$ cat src/rtl/erasure_position_source.sv
// Collects GF(2^8) locator values of erased symbols per frame and serves them to the erasure locator.
// Optional ERASURE_POS_PARITY_CHECK_EN: flag frames whose erasure count exceeds no_of_parity.
module erasure_position_source #(
  parameter int         WIDTH        = 5,
  parameter int         MAX_ERASURES = 16,
  parameter int         CODEWORD_LEN = 255,
  parameter logic [7:0] START_LOC    = 8'h8E,
  parameter logic [8:0] PRIM_POLY    = 9'h11D
) (
  input  logic             clock,
  input  logic             reset,
  input  logic             sym_valid,
  input  logic             sym_erase,
  input  logic             sym_last,
  input  logic [WIDTH-1:0] no_of_parity,
  input  logic             send_erasure_positions_for_loc,
  output logic [7:0]       erase_position,
  output logic             erasure_ready,
  output logic             erase_pos_done,
  output logic [WIDTH-1:0] number_of_erasures,
  output logic             erasure_overflow,
  output logic             erasure_uncorrectable,
  output logic             busy
);

  localparam int               IDX_W   = (MAX_ERASURES > 1) ? $clog2(MAX_ERASURES) : 1;
  localparam logic [WIDTH-1:0] MAX_CNT = WIDTH'(MAX_ERASURES);
  localparam logic [WIDTH-1:0] ONE     = WIDTH'(1);
  // START_LOC already encodes alpha^(CODEWORD_LEN-1); the length itself is not needed in logic.
  localparam int unused_codeword_len = CODEWORD_LEN;

  typedef enum logic [2:0] {S_IDLE, S_COLLECT, S_HOLD, S_SERVE, S_DONE} state_t;

  state_t           r_state, w_state_nxt;
  logic [7:0]       r_loc, w_loc_cur, w_loc_nxt;
  logic [WIDTH-1:0] r_count, w_count_nxt;
  logic [WIDTH-1:0] r_rd_ptr, w_rd_ptr_nxt;
  logic             r_overflow, w_overflow_nxt;
  logic             r_ready, w_ready_nxt;
  logic             r_done, w_done_nxt;
  logic [7:0]       r_erase_position, w_pos_nxt;
  logic             r_busy;
  logic             w_accept, w_frame_start, w_wr_en;
  logic [IDX_W-1:0] w_wr_idx;
  logic [7:0]       r_buf [MAX_ERASURES];

  // Multiply by alpha^-1: undo one left shift of the LFSR, restoring the top bit when the poly was folded in.
  function automatic logic [7:0] step_alpha_inv(input logic [7:0] loc);
    return loc[0] ? (((loc ^ PRIM_POLY[7:0]) >> 1) | 8'h80) : (loc >> 1);
  endfunction

  // NOTE: every signal assigned here gets a default first so no path leaves it unassigned (no latches).
  always_comb begin
    w_state_nxt    = r_state;
    w_loc_cur      = r_loc;
    w_loc_nxt      = r_loc;
    w_count_nxt    = r_count;
    w_rd_ptr_nxt   = r_rd_ptr;
    w_overflow_nxt = r_overflow;
    w_ready_nxt    = 1'b0;
    w_done_nxt     = r_done;
    w_pos_nxt      = r_erase_position;
    w_accept       = 1'b0;
    w_frame_start  = 1'b0;
    w_wr_en        = 1'b0;
    w_wr_idx       = '0;

    case (r_state)
      S_IDLE, S_DONE: begin
        if (sym_valid) begin
          w_frame_start  = 1'b1;
          w_accept       = 1'b1;
          w_loc_cur      = START_LOC;
          w_count_nxt    = '0;
          w_rd_ptr_nxt   = '0;
          w_overflow_nxt = 1'b0;
          w_done_nxt     = 1'b0;
        end
      end
      S_COLLECT: w_accept = sym_valid;
      S_HOLD, S_SERVE: begin
        if (r_rd_ptr == r_count) begin
          // Zero erasures still wait for a request; after serving, done follows the last position.
          if (send_erasure_positions_for_loc || r_state == S_SERVE) begin
            w_done_nxt  = 1'b1;
            w_state_nxt = S_DONE;
          end
        end else if (send_erasure_positions_for_loc) begin
          w_pos_nxt    = r_buf[r_rd_ptr[IDX_W-1:0]];
          w_ready_nxt  = 1'b1;
          w_rd_ptr_nxt = r_rd_ptr + ONE;
          w_state_nxt  = S_SERVE;
        end
      end
      default: w_state_nxt = S_IDLE;
    endcase

    if (w_accept) begin
      w_loc_nxt = step_alpha_inv(w_loc_cur);
      if (sym_erase) begin
        if (w_count_nxt < MAX_CNT) begin
          w_wr_en     = 1'b1;
          w_wr_idx    = w_count_nxt[IDX_W-1:0];
          w_count_nxt = w_count_nxt + ONE;
        end else begin
          w_overflow_nxt = 1'b1;
        end
      end
      w_state_nxt = sym_last ? S_HOLD : S_COLLECT;
    end
  end

  // NOTE: sequential state uses non-blocking assignments so all registers update from pre-edge values.
  always_ff @(posedge clock) begin
    if (reset) begin
      r_state          <= S_IDLE;
      r_loc            <= START_LOC;
      r_count          <= '0;
      r_rd_ptr         <= '0;
      r_overflow       <= 1'b0;
      r_ready          <= 1'b0;
      r_done           <= 1'b0;
      r_erase_position <= '0;
      r_busy           <= 1'b0;
    end else begin
      r_state          <= w_state_nxt;
      r_loc            <= w_loc_nxt;
      r_count          <= w_count_nxt;
      r_rd_ptr         <= w_rd_ptr_nxt;
      r_overflow       <= w_overflow_nxt;
      r_ready          <= w_ready_nxt;
      r_done           <= w_done_nxt;
      r_erase_position <= w_pos_nxt;
      r_busy           <= (w_state_nxt == S_HOLD) || (w_state_nxt == S_SERVE);
    end
  end

  // NOTE: the position buffer is not reset; entries are only read below the count, which is reset.
  always_ff @(posedge clock) begin
    if (w_wr_en) r_buf[w_wr_idx] <= w_loc_cur;
  end

`ifdef ERASURE_POS_PARITY_CHECK_EN
  logic r_uncorrectable;
  always_ff @(posedge clock) begin
    if (reset) begin
      r_uncorrectable <= 1'b0;
    end else if (w_state_nxt == S_HOLD && r_state != S_HOLD) begin
      r_uncorrectable <= w_overflow_nxt || (w_count_nxt > no_of_parity);
    end else if (w_frame_start) begin
      r_uncorrectable <= 1'b0;
    end
  end
  assign erasure_uncorrectable = r_uncorrectable;
`else
  logic w_unused_parity;
  assign w_unused_parity       = ^no_of_parity;
  assign erasure_uncorrectable = 1'b0;
`endif

  assign erase_position     = r_erase_position;
  assign erasure_ready      = r_ready;
  assign erase_pos_done     = r_done;
  assign number_of_erasures = r_count;
  assign erasure_overflow   = r_overflow;
  assign busy               = r_busy;

endmodule

$ cat config.mk
export PLATFORM = sky130hd
export DESIGN_NAME = erasure_position_source
export DESIGN_NICKNAME = d
export VERILOG_FILES = /design/src/rtl/erasure_position_source.sv
export SDC_FILE = /design/constraint.sdc
export NUM_CORES = 1
export LEC_CHECK = 0
export ABC_CLOCK_PERIOD_IN_PS = 3000
export BUFFER_PORTS_ARGS = -buffer_cell sky130_fd_sc_hd__buf_2
export CAP_MARGIN = 20
export CORE_MARGIN = 8
export CORE_UTILIZATION = 55
export CTS_BUF_LIST = sky130_fd_sc_hd__clkbuf_16
export CTS_CLUSTER_DIAMETER = 50
export DETAILED_ROUTE_END_ITERATION = 6
export GPL_ROUTABILITY_DRIVEN = 0
export PLACE_DENSITY_LB_ADDON = 0.2
export SLEW_MARGIN = 25
export SYNTH_ARGS = -nofsm -noshare
export SYNTH_HDL_FRONTEND = slang
export SYNTH_SLANG_ARGS = --single-unit
export TNS_END_PERCENT = 100
$ cat constraint.sdc
create_clock -name clock -period 3 [get_ports clock]
set_input_delay 0.6 -clock clock [delete_from_list [all_inputs] [get_ports clock]]
set_output_delay 0.6 -clock clock [all_outputs]
set_load 0.005 [all_outputs]
Yosys cells after proc, flatten, opt, wreduce, memory -nomap -nowiden
Memory sizes are Yosys's and may differ from the RTL's. A register that Yosys moved wholly into a read port is not among the register bits.
Cells that the tools add are included.
- register bits after elaboration: 25
- latch bits: 0
- memory bits (writable): 128
- ROM bits: 0
- output and inout port bits: 18
- word-level logic and storage cells: 76
- memories kept: 1
- $add $sub $neg: 2
- $mul: 0
- div/mod/pow operators: 0
- magnitude comparators: 1
- eq/ne operators: 12
- shift operators: 0
- mux-type cells: 38
- bitwise operators: 3
- reductions and logical operators: 11
- memory list (name ; words ; width ; read ports ; clocked after memory_dff ; wr ports ; RTL line ; source):
    r_buf ; 16 ; 8 ; 1 ; 1 ; 1 ; 45 ; logic [7:0] r_buf [MAX_ERASURES];
- operators with widths (cell ; count):
    two-way mux 5 bit ; 8
    two-way mux 8 bit ; 3
    two-way mux 1 bit ; 15
    == test 3 x 2 -> 1 bit, second input constant ; 4
    two-way mux 3 bit ; 4
    two-way mux 4 bit ; 3
    adder 5 x 1 -> 5 bit, second input constant ; 2
    inequality test 2 bit, second input constant ; 5
    case mux 5 bit (2 select lines) ; 1
    AND reduction 4 bit ; 2
    case mux 3 bit (2 select lines) ; 1
    OR reduction 3 bit ; 2
    == test 5 bit ; 1
    less-than comparator 5 bit, second input constant ; 1
    inverter 4 bit ; 1
    case mux 1 bit (2 select lines) ; 2
    OR reduction 2 bit ; 2
    == test 3 x 1 -> 1 bit, second input constant ; 1
    == test 3 bit, second input constant ; 1
    logical NOT 3 bit ; 1
    AND reduction 3 bit ; 1
    logical OR 1 bit ; 2
    two-way mux 2 bit ; 1
    inverter 1 bit ; 2
    nonzero test 2 bit ; 1

Logic depth before layout (Yosys ltp)
Gate-level depths: netlist of the first run.
- depth after elaboration: 9
- gate-level depth with buffers: 8
- depth with buffers taken out: 5

Worst setup path before layout of the first run
Ideal clock, no wire load.
- kind: in2reg
- start: input port sym_valid
- end: memory r_buf[6][0], enable pin
- setup time: 383 ps
- arrival time: 2575 ps
- data required time: 2617 ps
- setup slack: 41 ps
- cell stages on the path: 6
- path buffers: 1
- path through: or3b_1 buf_6 and2_1 ha_1 or3_1 nor3_1
- cells in the longest elaborated chain, start to end: 8
- ends and longest elaborated chain (element ; RTL line ; source):
    start, declared ; 12 ; input logic sym_valid,
    two-way mux 5 bit ; 70 ; if (sym_valid) begin
    two-way mux 5 bit ; 68 ; case (r_state)
    less-than comparator 5 bit ; 101 ; if (w_count_nxt < MAX_CNT) begin
    two-way mux 1 bit ; 101 ;
    two-way mux 1 bit ; 100 ; if (sym_erase) begin
    two-way mux 1 bit ; 98 ; if (w_accept) begin
    two-way mux 1 bit ; 140 ; if (w_wr_en) r_buf[w_wr_idx] <= w_loc_cur;
    two-way mux 1 bit (not written as such) ; 140 ;
    end, declared ; 45 ;
Several ways; a longest one is shown, not always the timed one.

Final worst setup path of the first run
- start: register r_state[1]
- end: memory r_buf[6][6], enable pin
- cells in the longest elaborated chain, start to end: 9
- ends and longest elaborated chain (element ; RTL line ; source):
    start, declared ; 34 ; state_t r_state, w_state_nxt;
    start signal, assigned ; 126 ; r_state <= w_state_nxt;
    == test 3 bit / logical NOT 3 bit (equally long branches) ; 68 ;
    OR reduction 2 bit ; 68 ;
    two-way mux 5 bit ; 68 ;
    less-than comparator 5 bit ; 101 ;
    two-way mux 1 bit ; 101 ;
    two-way mux 1 bit ; 100 ;
    two-way mux 1 bit ; 98 ;
    two-way mux 1 bit ; 140 ;
    two-way mux 1 bit (not written as such) ; 140 ;
Several ways; a longest one is shown, not always the timed one.

==> out/results.ini, run 1 <==
[logic_synthesis]
synthCells = 429
seq_area_frac_synth_pct = 68.8
yosysMostFrequentCell = edfxtp_1
synth_top_area_share_pct = 58.7
synth_edf_count = 128
synth-seq-cells = 161
synth_common_cells = edfxtp_1, dfxtp_1, nor2_1
synth.area.top_cells = edfxtp_1, dfxtp_1, mux4_2
synth_top_cell_by_area = edfxtp_1
synth_nets = 443
avgSynthCellArea_um2 = 15.3
async_reset_ff_share_pct = 0
yosysWarnings = 0
synth_area_um2 = 6540
synth_cell_type_count = 44
synth-main-ff-cell = edfxtp_1

[floorplanning]
rows = 40
die_w_um = 125
start_util_pct = 55.4
coreArea_um2 = 11800
die_height_um = 125
die_area_um2 = 15600
io_pins = 29

[layout]
final_area_um2 = 7390
regArea_um2 = 4510
utilization_pct = 62.6
nFillCells = 901
instances_no_fill = 627
final_nets = 481
layout-drive-gt1-share_pct = 24.2
num_antenna_cells = 0
area_growth_pct = 12.9
multi_input_area_um2 = 1870

[timing]
rsz0062_at_grt = false
holdWs_ns = 0.462
finalCritPeriodShare_pct = 78.8
maxSlewHeadroom_pct = 47.3
finalHoldViolations = 0
fin_crit_ns = 2.36
max_slew.worst_pin.slew_ns = 0.790
finalMaxSlewViolations = 0
setup_viol = 0
max_freq_mhz = 423
fin_worst_skew_ns = 0.0118
setup_tns_ns = 0

[drt]
post_drt_via_cell_ratio = 5.69
post_drt_wl_per_cell_um = 20.9
wirelength_um = 13100
drt-initial-drc-count = 294
postRouteAntennaNets = 0
vias = 3566
drt_pass1_iterations = 6
drcViolationCount = 0

[hold_path]
min-delay-path-class = flop to flop

[clock_tree]
clk_pin_slew_worst_paths_ns = 0.06
cts_setup_buffers = 0
clock_path_buffers = 2
cts_tree = built
htreeDepth = 4
cts_root_buf = clkbuf_16
cts_made_buffers = 17
cts_resized = 0
holdBufCountCts = 0
clock_latency_ns = 0.42
cts_sinks = 161

[worst_setup_path]
cp.required_ns = 3.12
end_kind = flop
critPathKind = flop to flop
startpoint_type = flop
crit_arrival_ns = 2.49
reg2reg_slack_ns = 0.64
crit_fanout = 8

[global_routing]
grt_pass1_wl_um = 20300
globalRouteOverflowTotal = 0
grt_max_degree = 31
antenna_found_initial = 0
met3_usage_pct = 4.59
groute.usage.overall_pct = 17.4
use_met2_pct = 29.1
grt_util_met1_pct = 21.5
grt_pass1_vias = 3631
top_usage_layer = met2

[power_and_ir_drop]
power_frac_comb_pct = 3.3
clkPwrFrac_pct = 42.2
switching_share_pct = 20.1
p_per_area_nw_per_um2 = 607
p_switching_uw = 901
seq_power_share_pct = 54.6
intPower_uw = 3580
cellLeakagePower_uw = 0.00245
vdd_drop_max_mv = 0.780

[placement]
portBuffers = 22
placed_area_um2 = 6870
dpl.hpwl_um = 8330
post-place-cells = 595

[run_status]
status = completed

[run]
maxCapViolations = 0

==> layout make-up <==
class / count / share of cell area, %
Clock buffer: 17 / 5.76
Timing Repair Buffer: 45 / 4.00
Tap cell: 147 / 2.49
Inverter: 4 / 0.203
Clock inverter: 15 / 1.24
Multi-Input combinational cell: 238 / 25.3
Sequential cell: 161 / 61.0
==> kinds of logic (layout without fill, tap and decap cells) <==
logic type	Yosys count	after routing	share of synthesized area, %
buffers and inverters	30	81	2.56
and+or+nand+nor	121	121	9.20
other	1	1	0.0573
adders and majority gates	3	3	0.574
xor gates and xnor gates	10	10	1.34
AOI/OAI and AO/OA	62	62	6.25
muxes	41	41	11.2
DFF	161	161	68.8
==> final timing paths <==
check                                 startpoint                to  cells past startpoint
worst max-delay path                  r_state[1]       r_buf[6][6]                      6
worst min-delay path            erasure_overflow  erasure_overflow                      2
worst max register to register        r_state[1]       r_buf[6][6]                      6
worst min register to register  erasure_overflow  erasure_overflow                      2
==> flip-flops by register name, indices dropped and copies added, names as in the netlist <==
signal / cells
busy: 1
erase_pos_done: 1
erase_position: 8
erasure_overflow: 1
erasure_ready: 1
number_of_erasures: 5
r_buf: 128
r_loc: 8
r_rd_ptr: 5
r_state: 3
==> power groups by stage <==
stage	Combinational [uW]	Sequential (uW)	Clock, uW
detailed placement	149	2490	0
floorplan	98.1	2490	0
global route	161	2450	2020
CTS	150	2440	1920
finish	147	2450	1890
global placement	143	2490	0
==> worst max-delay path, cell delays in order, from the launching register on <==
cell and delay [ns]:
dfxtp_1 0.35, or3b_1 0.40, and2_1 0.20, ha_1 0.24
or3_1 0.46, nor3_1 0.21, buf_4 0.21
==> layer usage <==
layer,vias to the layer above,share of wire [%]
met1,1770,42
li1,1717,-
met5,-,0
met2,73,52
met3,6,5.1
met4,0,0.56
==> cells in the final DEF, fill, tap and decap left out, types with 2 or more instances in the layout <==
cell        instances
edfxtp_1          128
nor2_1             33
dfxtp_1            31
mux4_2             24
buf_2              22
buf_4              22
nand2_1            20
a21oi_1            20
a211oi_1           18
nor3_1             17
clkbuf_16          17
mux2_2             16
nand3_1            11
nand2b_1           10
nor2b_1            10
o22ai_1            10
inv_1               9
and2_1              8
xor2_1              7
o21ai_0             6
clkinv_1            5
or3_1               3
xnor2_1             3
ha_1                3
and3_1              2
clkinvlp_4          2
dfxtp_2             2
==> metrics by stage <==
step                      worst slack, ns  total power, uW
final                               0.637             4480
after global routing                0.525             4630
after CTS                           0.630             4520
after detailed placement            0.304             2640
after global placement              0.323             2630
after floorplan                    0.0414             2590
No activity file was read; power rests on OpenSTA's default activity.
==> run 2: changes to the inputs <==
--- a/config.mk
+++ b/config.mk
@@ -5,11 +5,12 @@
 export SDC_FILE = /design/constraint.sdc
 export NUM_CORES = 1
 export LEC_CHECK = 0
-export ABC_CLOCK_PERIOD_IN_PS = 3000
+export ABC_AREA = 1
+export ABC_CLOCK_PERIOD_IN_PS = 2200
 export BUFFER_PORTS_ARGS = -buffer_cell sky130_fd_sc_hd__buf_2
 export CAP_MARGIN = 20
 export CORE_MARGIN = 8
-export CORE_UTILIZATION = 55
+export CORE_UTILIZATION = 60
 export CTS_BUF_LIST = sky130_fd_sc_hd__clkbuf_16
 export CTS_CLUSTER_DIAMETER = 50
 export DETAILED_ROUTE_END_ITERATION = 6
==> constraint.sdc (replaced) <==
create_clock -name clock -period 2.2 [get_ports clock]
set_input_delay 0.44 -clock clock [delete_from_list [all_inputs] [get_ports clock]]
set_output_delay 0.44 -clock clock [all_outputs]
set_load 0.005 [all_outputs]
==> run 2 against run 1 <==
Effect of this change: clock skew decreased by 0.0070 ns; worst setup slack got worse by 0.50 ns; fmax increased by 15%; synthesized cell count increased by 48%; count of clock-buffer cells in the layout unchanged; via count increased by 34%; worst hold slack got worse by 0.17 ns; critical path type unchanged; largest cell class unchanged; largest power group unchanged.
==> out/results.ini, run 2 <==
[power_and_ir_drop]
p_per_area_nw_per_um2 = 903  ; +49%
intPower_uw = 5380  ; +50%
seq_power_share_pct = 49.4  ; -5.2 points
switching_share_pct = 23.3  ; +3.2 points
power_frac_comb_pct = 8.7  ; +5.4 points
p_switching_uw = 1630  ; +81%
vdd_drop_max_mv = 0.478  ; -39%
clkPwrFrac_pct = 41.9  ; -0.3 points
cellLeakagePower_uw = 0.00295  ; +20%

[clock_tree]
clock_latency_ns = 0.42  ; about the same
cts_setup_buffers = 0  ; unchanged
cts_root_buf = clkbuf_16
cts_made_buffers = 17  ; unchanged
htreeDepth = 4  ; unchanged
clk_pin_slew_worst_paths_ns = 0.06  ; about the same
cts_sinks = 161  ; unchanged
cts_tree = built
clock_path_buffers = 2  ; unchanged

[logic_synthesis]
synth-seq-cells = 161  ; unchanged
synth_area_um2 = 6760  ; +3.3%
synth-main-ff-cell = edfxtp_1
synthCells = 636  ; +48%
synth_top_area_share_pct = 56.9  ; -1.9 points
async_reset_ff_share_pct = 0  ; unchanged
synth_top_cell_by_area = edfxtp_1
synth.area.top_cells = edfxtp_1, dfxtp_1, nor2_1
seq_area_frac_synth_pct = 66.6  ; -2.2 points
synth_cell_type_count = 34  ; -23%
yosysMostFrequentCell = nor2_1
yosysWarnings = 0  ; unchanged
synth_common_cells = nor2_1, edfxtp_1, nand2_1
synth_edf_count = 128  ; unchanged
avgSynthCellArea_um2 = 10.6  ; -30%
synth_nets = 650  ; +47%

[layout]
mostFrequentLayoutCell = nor2_1
largest_reg_flops = 128  ; unchanged
mostFrequentLayoutCells = nor2_1, edfxtp_1, nand2_1
area_growth_pct = 14.8
regMostFlops = r_buf
num_antenna_cells = 0  ; unchanged
instances_no_fill = 832  ; +33%
layout-drive-gt1-share_pct = 16.3  ; -7.8 points
final_nets = 694  ; +44%

[floorplanning]
die_w_um = 122  ; -2.3%
start_util_pct = 61.8  ; +6.4 points
die_area_um2 = 14900  ; -4.6%
rows = 38  ; -5.0%
coreArea_um2 = 10900  ; -7.4%
die_height_um = 122  ; -2.3%
io_pins = 29  ; unchanged

[run]
maxCapViolations = 0  ; unchanged

[drt]
post_drt_wl_per_cell_um = 18.4  ; -12%
postRouteAntennaNets = 0  ; unchanged
wirelength_um = 15300  ; +17%
drt_pass1_iterations = 7  ; +1
vias = 4785  ; +34%
post_drt_via_cell_ratio = 5.75  ; +1.1%
drt-initial-drc-count = 617  ; +110%
drcViolationCount = 0  ; unchanged

[timing]
setup_viol = 0  ; unchanged
setup_tns_ns = 0  ; unchanged
max_slew.worst_pin.slew_ns = 0.512  ; -0.278 ns
maxSlewHeadroom_pct = 65.8  ; +18 points
finalCritPeriodShare_pct = 93.7  ; +15 points
fin_worst_skew_ns = 0.00481  ; -0.00699 ns
finalMaxSlewViolations = 0  ; unchanged
max_freq_mhz = 485  ; +15%
rsz0062_at_grt = false
finalHoldViolations = 0  ; unchanged
fin_crit_ns = 2.06  ; -0.302 ns

[global_routing]
grt_pass1_wl_um = 24000  ; +18%
grt_pass1_vias = 4599  ; +27%
groute.usage.overall_pct = 21.3  ; +3.9 points
grt_util_met1_pct = 26.8  ; +5.3 points
antenna_found_initial = 0  ; unchanged
met3_usage_pct = 3.61  ; -0.98 points
globalRouteOverflowTotal = 0  ; unchanged
grt_max_degree = 66  ; +110%
use_met2_pct = 35.3  ; +6.2 points
top_usage_layer = met2

[placement]
dpl.hpwl_um = 9520  ; +14%
post-place-cells = 801  ; +35%
portBuffers = 22  ; unchanged

[worst_setup_path]
cp.required_ns = 2.33  ; -0.79 ns
critPathKind = flop to flop
reg2reg_slack_ns = 0.14  ; -0.50 ns
reg2reg_depth = 8  ; +2
reg2reg_from = r_state[1]
crit_arrival_ns = 2.19  ; -0.30 ns
startpoint_type = flop
reg2reg_to = r_buf[12][4]
end_kind = flop
crit_fanout = 8  ; unchanged

[hold_path]
hold_path_depth = 3  ; +1
hold_path_startpoint = sym_last
hold_end = r_state[0]
min-delay-path-class = primary input to flop

[run_status]
status = completed

==> run 2: cell count changes after synthesis, moves of 17 or more <==
cell and delta:
mux4_2 -24, nor2_1 +103, a211oi_1 -17, nand2_1 +64, o211ai_1 +18, inv_1 +33, o21ai_0 +71
==> run 2: logic make-up (layout without fill, tap and decap cells) <==
family,Yosys count,count (layout),share of synthesized area [%]
DFF,161,161,66.6
and+or+nand+nor,263,263,16.5
xor gates and xnor gates,4,4,0.518
buffers and inverters,70,126,4.55
other,1,1,0.0555
adders and majority gates,3,3,0.555
AOI/OAI and AO/OA,134,134,11.2
==> run 2: worst max-delay path by stage <==
stage	start	end	cells past startpoint	slack, ns
finish	r_state[1]	r_buf[12][4]	8	0.14
global route	r_state[1]	r_buf[7][5]	8	0.02
CTS	r_state[1]	r_buf[5][1]	10	0.12
detailed placement	sym_valid	r_buf[5][0]	10	0.05
global placement	sym_valid	r_buf[1][5]	10	0.07
floorplan	r_state[1]	r_buf[1][0]	9	0.07
==> run 2: per-layer routing <==
| layer | vias up | wire [um] |
|---|---|---|
| met4 | 0 | 319 |
| met1 | 2302 | 6330 |
| met2 | 178 | 7730 |
| met3 | 28 | 915 |
| met5 | - | 0 |
| li1 | 2277 | - |
==> run 2: layout make-up <==
type                            instances  area (um^2)
Inverter                               41          154
Tap cell                              140          175
Sequential cell                       161         4510
Fill cell                             765         3170
Clock inverter                         14          166
Clock buffer                           17          425
Timing Repair Buffer                   54          370
Multi-Input combinational cell        405         1960
==> run 2: per-stage QoR <==
step                      total power [uW]  cell area, um^2  hold WS, ns  utilization [%]  setup slack (ns)
after floorplan                       3890             6760        0.430                -            0.0747
after global placement                4080             7140        0.436             65.3            0.0698
after detailed placement              4120             7140        0.441             65.3            0.0458
after CTS                             7020             7740        0.297             70.7             0.115
after global routing                  7210             7760        0.291             71.0            0.0180
final                                 7010             7760        0.294             71.0             0.138
==> run 2: critical path, stage by stage (launching register included) <==
cell     delay (ns)
dfxtp_2        0.39
nor2_4         0.07
nand2_4        0.11
buf_4          0.19
nand2_2        0.10
nor4_4         0.43
nand2_2        0.14
nor2_1         0.16
buf_6          0.17
==> run 2: what timing repair did <==
| action | in CTS | in global routing |
|---|---|---|
| setup endpoints to repair | 0 | 118 |
| gates resized for setup | 0 | 9 |
| hold buffers | 0 | 0 |
| endpoints found under the hold margin | 0 | 0 |
==> run 2: power groups by stage <==
stage | Clock [uW] | Sequential, uW | Combinational [uW]
floorplan | 0 | 3520 | 376
global placement | 0 | 3520 | 564
detailed placement | 0 | 3520 | 596
CTS | 2960 | 3460 | 606
global route | 3070 | 3470 | 676
finish | 2940 | 3460 | 608
==> run 3: changes to the inputs <==
--- a/config.mk
+++ b/config.mk
@@ -6,7 +6,7 @@
 export NUM_CORES = 1
 export LEC_CHECK = 0
 export ABC_AREA = 1
-export ABC_CLOCK_PERIOD_IN_PS = 2200
+export ABC_CLOCK_PERIOD_IN_PS = 1900
 export BUFFER_PORTS_ARGS = -buffer_cell sky130_fd_sc_hd__buf_2
 export CAP_MARGIN = 20
 export CORE_MARGIN = 8
==> constraint.sdc (replaced) <==
create_clock -name clock -period 1.9 [get_ports clock]
set_input_delay 0.38 -clock clock [delete_from_list [all_inputs] [get_ports clock]]
set_output_delay 0.38 -clock clock [all_outputs]
set_load 0.005 [all_outputs]
==> run 3 against run 2 <==
Effect of this change: the run now ends with negative setup slack left; non-clock buffer count rose by 30; cell count rose by 3.7%; core utilization rose by 4.7 points; count of clock-buffer cells in the layout did not move; sequential share of layout area fell by 3.6 points; power rose by 15%.
==> out/results.ini, run 3 (same netlist as run 2, synthesis figures left out) <==
[layout]
mostFrequentLayoutCells = edfxtp_1, nor2_1, nand2_1
layout-drive-gt1-share_pct = 23.4  ; +7.0 points
regMostFlops = r_buf
mostFrequentLayoutCell = edfxtp_1
num_antenna_cells = 0  ; unchanged
final_nets = 724  ; +4.3%
largest_reg_flops = 128  ; unchanged
area_growth_pct = 22.4

[worst_setup_path]
critPathTopFamily = simple AND/OR/NAND/NOR gates
reg2reg_depth = 10  ; +2
cp.required_ns = 2.04  ; -0.29 ns
startpoint_type = flop
reg2reg_from = r_state[0]
worstPathCellList = nor2_4 > nand2_4 > inv_2 > buf_4 > nor2_1 > nand2_8 > inv_8 > nand2_4 > nor2_2 > buf_6
critPathKind = flop to flop
reg2reg_to = r_buf[10][4]
cp_num_buf_inv = 4  ; +2
cpMostUsedCell = nand2_4
reg2reg_slack_ns = -0.14  ; -0.28 ns
end_kind = flop
cp_slowest_cell = nor2_1
cpPeakStageDelay_ns = 0.44  ; about the same
crit_arrival_ns = 2.18  ; about the same
cp-startpoint = r_state[0]
crit_fanout = 8  ; unchanged

[timing]
finalHoldViolations = 0  ; unchanged
fin_crit_ns = 2.04  ; -0.0182 ns
max_slew.worst_pin.slew_ns = 0.561  ; +0.0489 ns
fin_worst_skew_ns = 0.00612  ; +0.00131 ns
holdWs_ns = 0.252  ; -0.0425 ns
rsz0062_at_grt = true
timing.final.ws_setup_ns = -0.143  ; -0.282 ns
setup_viol = 121  ; +121
maxSlewHeadroom_pct = 62.5  ; -3.3 points
finalMaxSlewViolations = 0  ; unchanged
finalCritPeriodShare_pct = 108  ; +14 points
max_freq_mhz = 489  ; +0.89%

[power_and_ir_drop]
power_uw = 8070  ; +15%
p_per_area_nw_per_um2 = 975  ; +7.9%
cellLeakagePower_uw = 0.00314  ; +6.4%
vdd_drop_max_mv = 0.632  ; +32%

[clock_tree]
clock_latency_ns = 0.42  ; about the same
clk_pin_slew_worst_paths_ns = 0.06  ; about the same
cts_tree = built
cts_root_buf = clkbuf_16
cts_sinks = 161  ; unchanged
htreeDepth = 4  ; unchanged
cts_made_buffers = 17  ; unchanged
clock_path_buffers = 2  ; unchanged

[global_routing]
globalRouteOverflowTotal = 0  ; unchanged
grt_pass1_vias = 4757  ; +3.4%
antenna_found_initial = 0  ; unchanged
groute.usage.overall_pct = 22.5  ; +1.2 points
grt_max_degree = 66  ; unchanged
grt_pass1_wl_um = 25300  ; +5.2%

[floorplanning]
coreArea_um2 = 10900  ; unchanged
die_area_um2 = 14900  ; unchanged
start_util_pct = 61.8  ; unchanged
rows = 38  ; unchanged
io_pins = 29  ; unchanged
die_height_um = 122  ; unchanged
die_w_um = 122  ; unchanged

[drt]
vias = 5036  ; +5.2%
drt-initial-drc-count = 560  ; -9.2%
postRouteAntennaNets = 0  ; unchanged
wirelength_um = 16900  ; +10%
post_drt_wl_per_cell_um = 19.6  ; +6.5%
drt_pass1_iterations = 5  ; -2
post_drt_via_cell_ratio = 5.84  ; +1.5%
drcViolationCount = 0  ; unchanged

[hold_path]
min-delay-path-class = primary input to flop
hold_end = r_state[0]
hold_path_startpoint = sym_last
hold_path_depth = 3  ; unchanged

[run]
maxCapViolations = 0  ; unchanged

[run_status]
failed_checks = negative setup slack
status = finished with violations

[placement]
portBuffers = 22  ; unchanged
dpl.hpwl_um = 9890  ; +4.0%

-- run 3: cell type report --
class,instances,area [um^2]
clock buffers,17,425
well taps,140,175
multi-input cells,405,2150
repair buffers,84,733
inverters,41,161
flip-flops and latches,161,4510
fillers,695,2660
clock inverters,15,116
-- run 3: stage by stage --
stage | instances | util [%] | setup WS (ns) | setup TNS, ns | instance area (um^2)
after detailed placement | 816 | 67.6 | -0.169 | -14.01 | 7390
after CTS | 858 | 74.5 | -0.0611 | -1.96 | 8150
after global placement | 816 | 67.6 | -0.123 | -8.19 | 7390
after floorplan | 636 | - | -0.122 | -7.15 | 6830
final | 863 | 75.7 | -0.143 | -10.86 | 8270
after global routing | 863 | 75.7 | -0.172 | -16.77 | 8270
-- run 3: report_power, final --
| part | total [uW] | switching [uW] | internal (uW) |
|---|---|---|---|
| Sequential | 4010 | 43.4 | 3960 |
| Clock | 3150 | 1370 | 1790 |
| Combinational | 906 | 577 | 329 |
-- run 3: worst max-delay path by stage --
stage / to / slack, ns / cells past startpoint
3_3_place_gp: r_buf[5][3] / -0.12 / 9
2_1_floorplan: r_buf[6][0] / -0.12 / 10
6_report: r_buf[10][4] / -0.14 / 10
3_5_place_dp: r_buf[5][5] / -0.17 / 9
4_1_cts: r_buf[11][5] / -0.06 / 10
5_1_grt: r_buf[11][2] / -0.17 / 9
-- run 3: layer usage --
metal / global-route usage, % / part of all wire (%)
met5: 0 / 0
met4: 9.75 / 2.9
met3: 4.77 / 7.2
met2: 36.7 / 50
met1: 28.5 / 40
-- run 3: repair_timing --
item                       CTS  global route
resized for setup           29            23
pin swaps                   13            12
hold buffers                 0             0
setup endpoints to repair  128           129
setup buffers               10             5
gates cloned                 0             0
-- run 3: tightest hold or removal path, stage by stage --
cell	delay (ns)
buf_2	0.07
or2_2	0.10
a21oi_1	0.07
